===== config.mk =====
export PLATFORM = sky130hd
export DESIGN_NAME = cnn_weight_bank_loader
export DESIGN_NICKNAME = d
export VERILOG_FILES = /design/src/rtl/cnn_weight_bank_loader.sv
export SDC_FILE = /design/constraint.sdc
export NUM_CORES = 1
export LEC_CHECK = 0
export ABC_AREA = 1
export CORE_ASPECT_RATIO = 0.6
export CORE_MARGIN = 1
export CORE_UTILIZATION = 52
export DETAILED_ROUTE_END_ITERATION = 10
export GPL_ROUTABILITY_DRIVEN = 1
export PLACE_DENSITY = 0.77
export SYNTH_ARGS = -nofsm -noshare
export SYNTH_HDL_FRONTEND = slang
export SYNTH_SLANG_ARGS = --single-unit
export TNS_END_PERCENT = 1

===== constraint.sdc =====
create_clock -name CLK -period 2.5 [get_ports CLK]
set_clock_uncertainty 0.1 [all_clocks]
set_input_delay 0.25 -clock CLK [delete_from_list [all_inputs] [get_ports CLK]]
set_output_delay 0.25 -clock CLK [all_outputs]
set_load 0.01 [all_outputs]

===== src/rtl/cnn_weight_bank_loader.sv =====
// Weight-port initiator: streams NBANK*2^(AW+3) words into the banked weight RAM,
// then optionally reads them back and compares the read sum against the write sum.
module cnn_weight_bank_loader #(
  parameter int AW     = 4,
  parameter int DW     = 24,
  parameter int NBANK  = 6,
  parameter int VERIFY = 1
) (
  input  logic          CLK,
  input  logic          RST,
  input  logic          START,
  input  logic          WIN_VALID,
  input  logic [DW-1:0] WIN_DATA,
  output logic          WIN_READY,
  output logic          W_WEN,
  output logic          W_REN,
  output logic [AW+5:0] W_ADDR,
  output logic [DW-1:0] W_WDATA,
  input  logic [DW-1:0] W_RDATA,
  output logic          BUSY,
  output logic          DONE,
  output logic          CHK_OK,
  output logic          CHK_ERR
);

  localparam int CW     = AW + 6;
  localparam int SW     = DW + AW + 6;
  localparam int NWORDS = NBANK * (2 ** (AW + 3));
  localparam logic [CW-1:0] LAST_IDX = CW'(NWORDS - 1);
  localparam logic [CW-1:0] N_IDX    = CW'(NWORDS);
  localparam logic [CW-1:0] ONE      = CW'(1);

  typedef enum logic [2:0] {
    ST_IDLE  = 3'd0,
    ST_LOAD  = 3'd1,
    ST_READ  = 3'd2,
    ST_DRAIN = 3'd3,
    ST_FIN   = 3'd4
  } state_t;

  state_t        state_r;
  state_t        state_next_s;
  logic [CW-1:0] cnt_r;
  logic [CW-1:0] addr_r;
  logic [DW-1:0] wdata_r;
  logic [SW-1:0] wsum_r;
  logic [SW-1:0] rsum_r;
  logic [SW-1:0] rsum_next_s;
  logic          win_ready_r;
  logic          wen_r;
  logic          ren_r;
  logic          rdv_r;
  logic          busy_r;
  logic          done_r;
  logic          chk_ok_r;
  logic          chk_err_r;
  logic          hs_s;
  logic          last_hs_s;
  logic          rd_issue_s;

  // Handshake decode and read-sum accumulation term.
  always_comb begin
    hs_s        = 1'b0;
    last_hs_s   = 1'b0;
    rd_issue_s  = 1'b0;
    rsum_next_s = rsum_r;
    hs_s        = (state_r == ST_LOAD) && WIN_VALID && win_ready_r;
    last_hs_s   = hs_s && (cnt_r == LAST_IDX);
    rd_issue_s  = (state_r == ST_READ) && (cnt_r != N_IDX);
    if (rdv_r) begin
      rsum_next_s = rsum_r + SW'(W_RDATA);
    end else begin
      rsum_next_s = rsum_r;
    end
  end

  // Next-state logic; load-only builds still pass through DRAIN so DONE trails the last write by one cycle.
  always_comb begin
    state_next_s = state_r;
    case (state_r)
      ST_IDLE: begin
        if (START) state_next_s = ST_LOAD;
        else       state_next_s = ST_IDLE;
      end
      ST_LOAD: begin
        if (last_hs_s) state_next_s = (VERIFY != 0) ? ST_READ : ST_DRAIN;
        else           state_next_s = ST_LOAD;
      end
      ST_READ: begin
        if (cnt_r == N_IDX) state_next_s = ST_DRAIN;
        else                state_next_s = ST_READ;
      end
      ST_DRAIN: state_next_s = ST_FIN;
      ST_FIN:   state_next_s = ST_IDLE;
      default:  state_next_s = ST_IDLE;
    endcase
  end

  // State register.
  always_ff @(posedge CLK) begin
    if (RST) begin
      state_r <= ST_IDLE;
    end else begin
      state_r <= state_next_s;
    end
  end

  // Datapath: counters, sums and every registered output.
  always_ff @(posedge CLK) begin
    if (RST) begin
      cnt_r       <= '0;
      addr_r      <= '0;
      wdata_r     <= '0;
      wsum_r      <= '0;
      rsum_r      <= '0;
      win_ready_r <= 1'b0;
      wen_r       <= 1'b0;
      ren_r       <= 1'b0;
      rdv_r       <= 1'b0;
      busy_r      <= 1'b0;
      done_r      <= 1'b0;
      chk_ok_r    <= 1'b0;
      chk_err_r   <= 1'b0;
    end else begin
      win_ready_r <= (state_next_s == ST_LOAD);
      wen_r       <= 1'b0;
      ren_r       <= 1'b0;
      done_r      <= 1'b0;
      rdv_r       <= ren_r;
      rsum_r      <= rsum_next_s;
      case (state_r)
        ST_IDLE: begin
          if (START) begin
            cnt_r     <= '0;
            wsum_r    <= '0;
            rsum_r    <= '0;
            chk_ok_r  <= 1'b0;
            chk_err_r <= 1'b0;
            busy_r    <= 1'b1;
          end
        end
        ST_LOAD: begin
          if (hs_s) begin
            wen_r   <= 1'b1;
            addr_r  <= cnt_r;
            wdata_r <= WIN_DATA;
            wsum_r  <= wsum_r + SW'(WIN_DATA);
            cnt_r   <= last_hs_s ? '0 : cnt_r + ONE;
          end
        end
        ST_READ: begin
          if (rd_issue_s) begin
            ren_r  <= 1'b1;
            addr_r <= cnt_r;
            cnt_r  <= cnt_r + ONE;
          end
        end
        ST_DRAIN: begin
          done_r <= 1'b1;
          busy_r <= 1'b0;
          if (VERIFY != 0) begin
            chk_ok_r  <= (rsum_next_s == wsum_r);
            chk_err_r <= (rsum_next_s != wsum_r);
          end else begin
            chk_ok_r  <= 1'b1;
            chk_err_r <= 1'b0;
          end
        end
        ST_FIN: begin
          done_r <= 1'b0;
        end
        default: begin
          done_r <= 1'b0;
        end
      endcase
    end
  end

  assign WIN_READY = win_ready_r;
  assign W_WEN     = wen_r;
  assign W_REN     = ren_r;
  assign W_ADDR    = addr_r;
  assign W_WDATA   = wdata_r;
  assign BUSY      = busy_r;
  assign DONE      = done_r;
  assign CHK_OK    = chk_ok_r;
  assign CHK_ERR   = chk_err_r;

endmodule


==> results of run 1 <==
[Yosys cell counts, types with 8 or more instances]
library cell and instances:
a21oi_1 140, buf_2 10, clkbuf_1 19, dfxtp_1 123, ha_1 50, inv_1 172
inv_2 9, nand2_1 381, nand2_2 26, nand3_1 142, nand3b_1 8, nand4_1 8
nor2_1 150, nor3_1 18, o21ai_0 76, or2_2 20
[worst paths after layout]
| kind | start | end | cells past startpoint |
|---|---|---|---|
| worst max-delay path | W_RDATA[0] | CHK_ERR$_SDFFE_PP0P_ | 22 |
| worst min-delay path | WIN_DATA[0] | W_WDATA[0]$_SDFFE_PP0P_ | 3 |
| worst min register to register | BUSY$_SDFFE_PP0P_ | BUSY$_SDFFE_PP0P_ | 2 |
| worst max register to register | rsum_r[12]$_SDFF_PP0_ | CHK_ERR$_SDFFE_PP0P_ | 19 |
[cell type report]
type	instances	area, sq um	area share, %
clock inverter	14	135.1	1.146
multi-input combinational	1086	5622	47.66
inverter	182	683.2	5.792
clock buffer	18	439.2	3.723
sequential	123	2469	20.93
timing repair buffer	254	2162	18.33
tap	228	285.3	2.419
[through the flow]
step | instances | setup WS (ns)
finish | 1905 | -0.2652
global route | 1905 | -0.4629
global placement | 1870 | -0.5933
detailed placement | 1870 | -0.6642
floorplan | 1423 | 0.06540
CTS | 1902 | -0.2159
[sequential cells by signal, summed over array words and instances, names as in the netlist]
name	cells
W_WEN	1
rdv_r	1
cnt_r	10
CHK_ERR	1
rsum_r	34
W_ADDR	10
W_REN	1
DONE	1
state_r	3
wsum_r	34
WIN_READY	1
BUSY	1
W_WDATA	24
CHK_OK	1
[cell families after synthesis]
logic type	Yosys count	synth area share, %
adder cells (fa/ha/maj)	52	7.629
AND/OR/NAND/NOR	781	39.22
AO/OA/AOI/OAI	249	15.17
flip-flops	123	28.22
buffers and inverters	214	9.350
XOR/XNOR	4	0.4015
[worst reg2reg max path, stage by stage (launching register included)]
cell     delay, ns
dfxtp_1       0.34
ha_1          0.37
nand2_1       0.09
nor2_1        0.29
and2_1        0.18
nand2_1       0.11
nand2_2       0.15
nand2_1       0.10
nand2_1       0.07
nand2_1       0.06
nand2_1       0.05
nand2_1       0.06
nand3_1       0.08
nand2_1       0.06
inv_1         0.07
nand3_1       0.07
nor2_2        0.13
nand3_2       0.14
nand2_2       0.08
nand2_1       0.05
[layer usage]
layer  vias up  share of wire, %  global-route usage [%]
li1       5118                 -                       -
met3        53               8.2                   5.809
met4         0               1.5                   8.593
met5         -                 0                       0
met2       451                43                   51.09
met1      4562                48                   46.60
[power by group through the flow]
stage               sequential (mW)  clock [mW]  combinational (mW)
global placement               2.08           0               0.772
global route                   2.05        2.57               0.906
finish                         2.04        2.46               0.834
floorplan                      2.09           0               0.379
detailed placement             2.08           0               0.787
CTS                            2.04        2.46               0.802
[timing repair]
action,CTS,global route
resized for setup,16,35
cloned,0,0
hold buffers,0,0
buffers inserted,0,3
pin swaps,10,15
setup endpoints to repair,2,21
==> flow_metrics.tcl, run 1 <==
set metrics [dict create \
    p_int_mw 3.803 \
    dr.first_iter.drc_count 1076 \
    place_area_sq_um 11020 \
    n_fill_cell 1352 \
    cts_tree "built" \
    syn2layout_area_growth_pct 35.19 \
    maxCapViolCount 0 \
    timing_worst_setup_path_type "input port to register" \
    pwr-share-comb_pct 15.6 \
    synthCells 1423 \
    violations "negative setup slack" \
    synth_top_cell_by_area "dfxtp_1" \
    die_area_sq_um 17320 \
    viasPerCell 5.346 \
    fin_area_sq_um 11800 \
    peakVddDrop_uv 418.0 \
    worst_slew_pin_slew_ns 0.5297 \
    p_per_area_nw_per_um2 451.9 \
    gr-total-overflow 0 \
    endpoint_kind "register" \
    cts_buffer_depth 2 \
    period_share_pct 110.6 \
    cts_num_sinks 123 \
    die_y_um 102.3 \
    cts_root_buf "clkbuf_16" \
    finalMaxSlewViolations 0 \
    synth_area_sq_um 8725 \
    hpwl_um 21110 \
    netSwitchingPower_mw 1.528 \
    final_nets 1768 \
    clk_latency_ns 0.42 \
    antenna_found_initial 0 \
    grt_usage_pct 32.74 \
    p_total_mw 5.331 \
    worstPathMaxFanout 2 \
    htree_num_levels 4 \
    fin_hold_ws_ns 0.3566 \
    synth_edf_count 0 \
    fin_util_pct 72.34 \
    wl_per_cell_um 14.86 \
    start_util_pct 53.51 \
    routabilityCongestion 0.9644 \
    layout_commonest_cell "nand2_1" \
    path_cells "clkdlybuf4s50_1 -> ha_4 -> inv_2 -> fa_2 -> inv_1 -> nand2_1 -> buf_4 -> nand3_1 -> and2_4 -> nor2_1 -> nor2_1 -> nand3_1 -> nor2_1 -> nand2_1 -> nor2_2 -> nand3_2 -> nor2_1 -> nand2_1 -> nor2_2 -> nand3_2 -> nand2_2 -> nand2_1" \
    async_reset_ff_share_pct 0 \
    final_cell_mix "nand2_1, inv_1, buf_4" \
    grt_setup_unrepaired "yes" \
    yosysWarnings 0 \
    syn-num-nets 1527 \
    synth_area_leaders "dfxtp_1, nand2_1, nand3_1, a21oi_1, inv_1" \
    cts_buffers 17 \
    coreArea_sq_um 16310 \
    required_ns 2.72 \
    finalHoldViolations 0 \
    top_level_ports 93 \
    reg2reg_slack_ns -0.26 \
    power.share.sequential_pct 38.3 \
    dr.pass1.iters 6 \
    yosysSeqAreaShare_pct 28.22 \
    critPathMaxStageDelay_ns 0.51 \
    hp-class "input port to register" \
    grt_max_degree 46 \
    status "complete, but fails checks" \
    total_leakage_power_nw 5.661 \
    antenna_cells 0 \
    fin_setup_tns_ns -0.4931 \
    synth_top_area_share_pct 28.22 \
    period_minus_slack_ns 2.765 \
    path_buf_inv 4 \
    crit_family "simple AND/OR/NAND/NOR gates" \
    slew_headroom_pct 64.47 \
    portBuffers 92 \
    synth_flop_cell "dfxtp_1" \
    avgSynthCellArea_sq_um 6.131 \
    drt_wl_total_um 28320 \
    rows 36 \
    swShare_pct 28.66 \
    critPathArrivalTime_ns 2.98 \
    grt_pass1_wl_um 44970 \
    fmax_ghz 0.3616 \
    die_w_um 169.2 \
    fin_ws_ns -0.2652 \
    grt_pass1_vias 9302 \
    vias 10180 \
    synth.distinct_cells 36 \
    ant_nets 0 \
    clockPowerShare_pct 46.1 \
    setup_viol 3 \
    crit_slowest_cell "clkdlybuf4s50_1" \
    clkTransAtPathRegs_ns 0.07 \
    drive_gt1_share_pct 19.08 \
    start_kind "input port" \
    drc 0 \
    ys_seq_elements 123 \
]
Power figures use the tool's default switching activity.
==> inputs of run 2 (changes only) <==
--- a/config.mk
+++ b/config.mk
@@ -8,10 +8,10 @@
 export ABC_AREA = 1
 export CORE_ASPECT_RATIO = 0.6
 export CORE_MARGIN = 1
-export CORE_UTILIZATION = 52
+export CORE_UTILIZATION = 62
 export DETAILED_ROUTE_END_ITERATION = 10
 export GPL_ROUTABILITY_DRIVEN = 1
-export PLACE_DENSITY = 0.77
+export PLACE_DENSITY = 0.86
 export SYNTH_ARGS = -nofsm -noshare
 export SYNTH_HDL_FRONTEND = slang
 export SYNTH_SLANG_ARGS = --single-unit
==> constraint.sdc (replaced) <==
create_clock -name CLK -period 3.4 [get_ports CLK]
set_clock_uncertainty 0.1 [all_clocks]
set_input_delay 0.34 -clock CLK [delete_from_list [all_inputs] [get_ports CLK]]
set_output_delay 0.34 -clock CLK [all_outputs]
set_load 0.01 [all_outputs]
==> flow_metrics.tcl, run 2 (synthesized netlist as in run 1, its figures left out) <==
set metrics [dict create \
    status "complete, no violations" \
    worstPathMaxFanout 4 \
    path_buf_inv 3 \
    grt_usage_pct 36.85 \
    p_per_area_nw_per_um2 377.0 \
    fin_util_pct 76.47 \
    reg2reg_slack_ns 0.42 \
    clkTransAtPathRegs_ns 0.06 \
    cts_root_buf "clkbuf_16" \
    period_minus_slack_ns 3.034 \
    grt_pass1_wl_um 42700 \
    fin_setup_tns_ns 0 \
    htree_num_levels 4 \
    antenna_cells 0 \
    vias 9749 \
    start_kind "input port" \
    grt_setup_unrepaired "no" \
    cts-hold-fix-buffers 0 \
    top_layer_used "met4" \
    total_leakage_power_nw 4.905 \
    cts_buffers 17 \
    gr-total-overflow 0 \
    hpwl_um 19390 \
    timing_worst_setup_path_type "input port to register" \
    clk_latency_ns 0.43 \
    cts_resized 0 \
    period_share_pct 89.25 \
    final_cell_mix "nand2_1, inv_1, nor2_1" \
    endpoint_kind "register" \
    fin_hold_ws_ns 0.3741 \
    syn2layout_area_growth_pct 20.15 \
    critPathMaxStageDelay_ns 0.46 \
    fmax_ghz 0.3295 \
    drt_wl_total_um 26060 \
    final_nets 1620 \
    finalHoldViolations 0 \
    ant_nets 0 \
    worst_slew_pin_slew_ns 0.5305 \
    portBuffers 92 \
    crit_slowest_cell "clkdlybuf4s50_1" \
    peakVddDrop_uv 323.3 \
    viasPerCell 5.668 \
    antenna_found_initial 0 \
    grt_max_degree 42 \
    slew_headroom_pct 64.63 \
    cts_tree "built" \
    maxCapViolCount 0 \
    dr.first_iter.drc_count 1062 \
    die_y_um 93.89 \
    path_cells "clkdlybuf4s50_1 -> ha_1 -> inv_1 -> fa_1 -> inv_1 -> nand2_1 -> nand2_1 -> nand2_1 -> nand2_1 -> nand2_1 -> nand2_1 -> nand2_1 -> nand2_1 -> nand2_1 -> nor2_1 -> nand2_1 -> nor2_1 -> nand3_1 -> nor2_1 -> nand2_1 -> nor2_2 -> nand3_2 -> nand2_1 -> nand2_1" \
    finalMaxSlewViolations 0 \
    die_area_sq_um 14570 \
    setup_viol 0 \
    wl_per_cell_um 15.15 \
    fin_ws_ns 0.3655 \
    worst_path_most_repeated_cell "nand2_1" \
    cts_buffer_depth 2 \
    cts_num_sinks 123 \
    top_level_ports 93 \
    die_w_um 155.1 \
    start_util_pct 63.65 \
    routabilityCongestion 0.9515 \
    dr.pass1.iters 6 \
    crit_family "simple AND/OR/NAND/NOR gates" \
    routedLengthMet1_um 12270 \
    post-cts-setup-buffer-count 0 \
    grt_pass1_vias 8781 \
    met3_length_um 2295 \
    p_total_mw 3.952 \
    rows 33 \
    layout_commonest_cell "nand2_1" \
    drive_gt1_share_pct 8.246 \
    dp_worst_setup_slack_ns 0.04161 \
    critPathArrivalTime_ns 3.26 \
    drc 0 \
    wl_met2_um 11090 \
    coreArea_sq_um 13710 \
    required_ns 3.63 \
    hp-class "register to register" \
]
run 2: power by group:
group / internal [mW] / switching [mW] / leakage, nW
clock network: 1.23 / 0.717 / 0.289
registers: 1.48 / 0.0257 / 0.996
logic: 0.201 / 0.304 / 3.62
total: 2.91 / 1.05 / 4.90
run 2: worst register-to-register path, delay by kind of cell (launching register included):
kind	cells	cell delay, ns
AND/OR/NAND/NOR	19	1.71
adder cells (fa/ha/maj)	2	0.62
buffers and inverters	2	0.14
flip-flops	1	0.33
run 2: area by class of cell:
type                       count  area [sq um]
tap                          192         240.2
inverter                     182         683.2
timing repair buffer         106          1026
sequential                   123          2464
multi-input combinational   1086          5446
clock inverter                13         193.9
fill                        1118          3226
clock buffer                  18         429.2
run 2: worst paths after layout:
path                         from  cells past startpoint              endpoint
max                    W_RDATA[0]                     24  CHK_ERR$_SDFFE_PP0P_
min          CHK_ERR$_SDFFE_PP0P_                      2  CHK_ERR$_SDFFE_PP0P_
max reg2reg  rsum_r[0]$_SDFF_PP0_                     23  CHK_ERR$_SDFFE_PP0P_
min reg2reg  CHK_ERR$_SDFFE_PP0P_                      2  CHK_ERR$_SDFFE_PP0P_
run 2: routing by layer:
metal | vias up | GRT usage [%]
met1 | 4404 | 51.27
met3 | 56 | 6.688
li1 | 4820 | -
met4 | 0 | 10.07
met2 | 469 | 58.33
met5 | - | 0
run 2: per-stage QoR:
stage | cell area (sq um) | std cells
floorplan | 8725 | 1423
global placement | 9859 | 1689
detailed placement | 9859 | 1689
CTS | 10480 | 1720
global route | 10480 | 1720
finish | 10480 | 1720
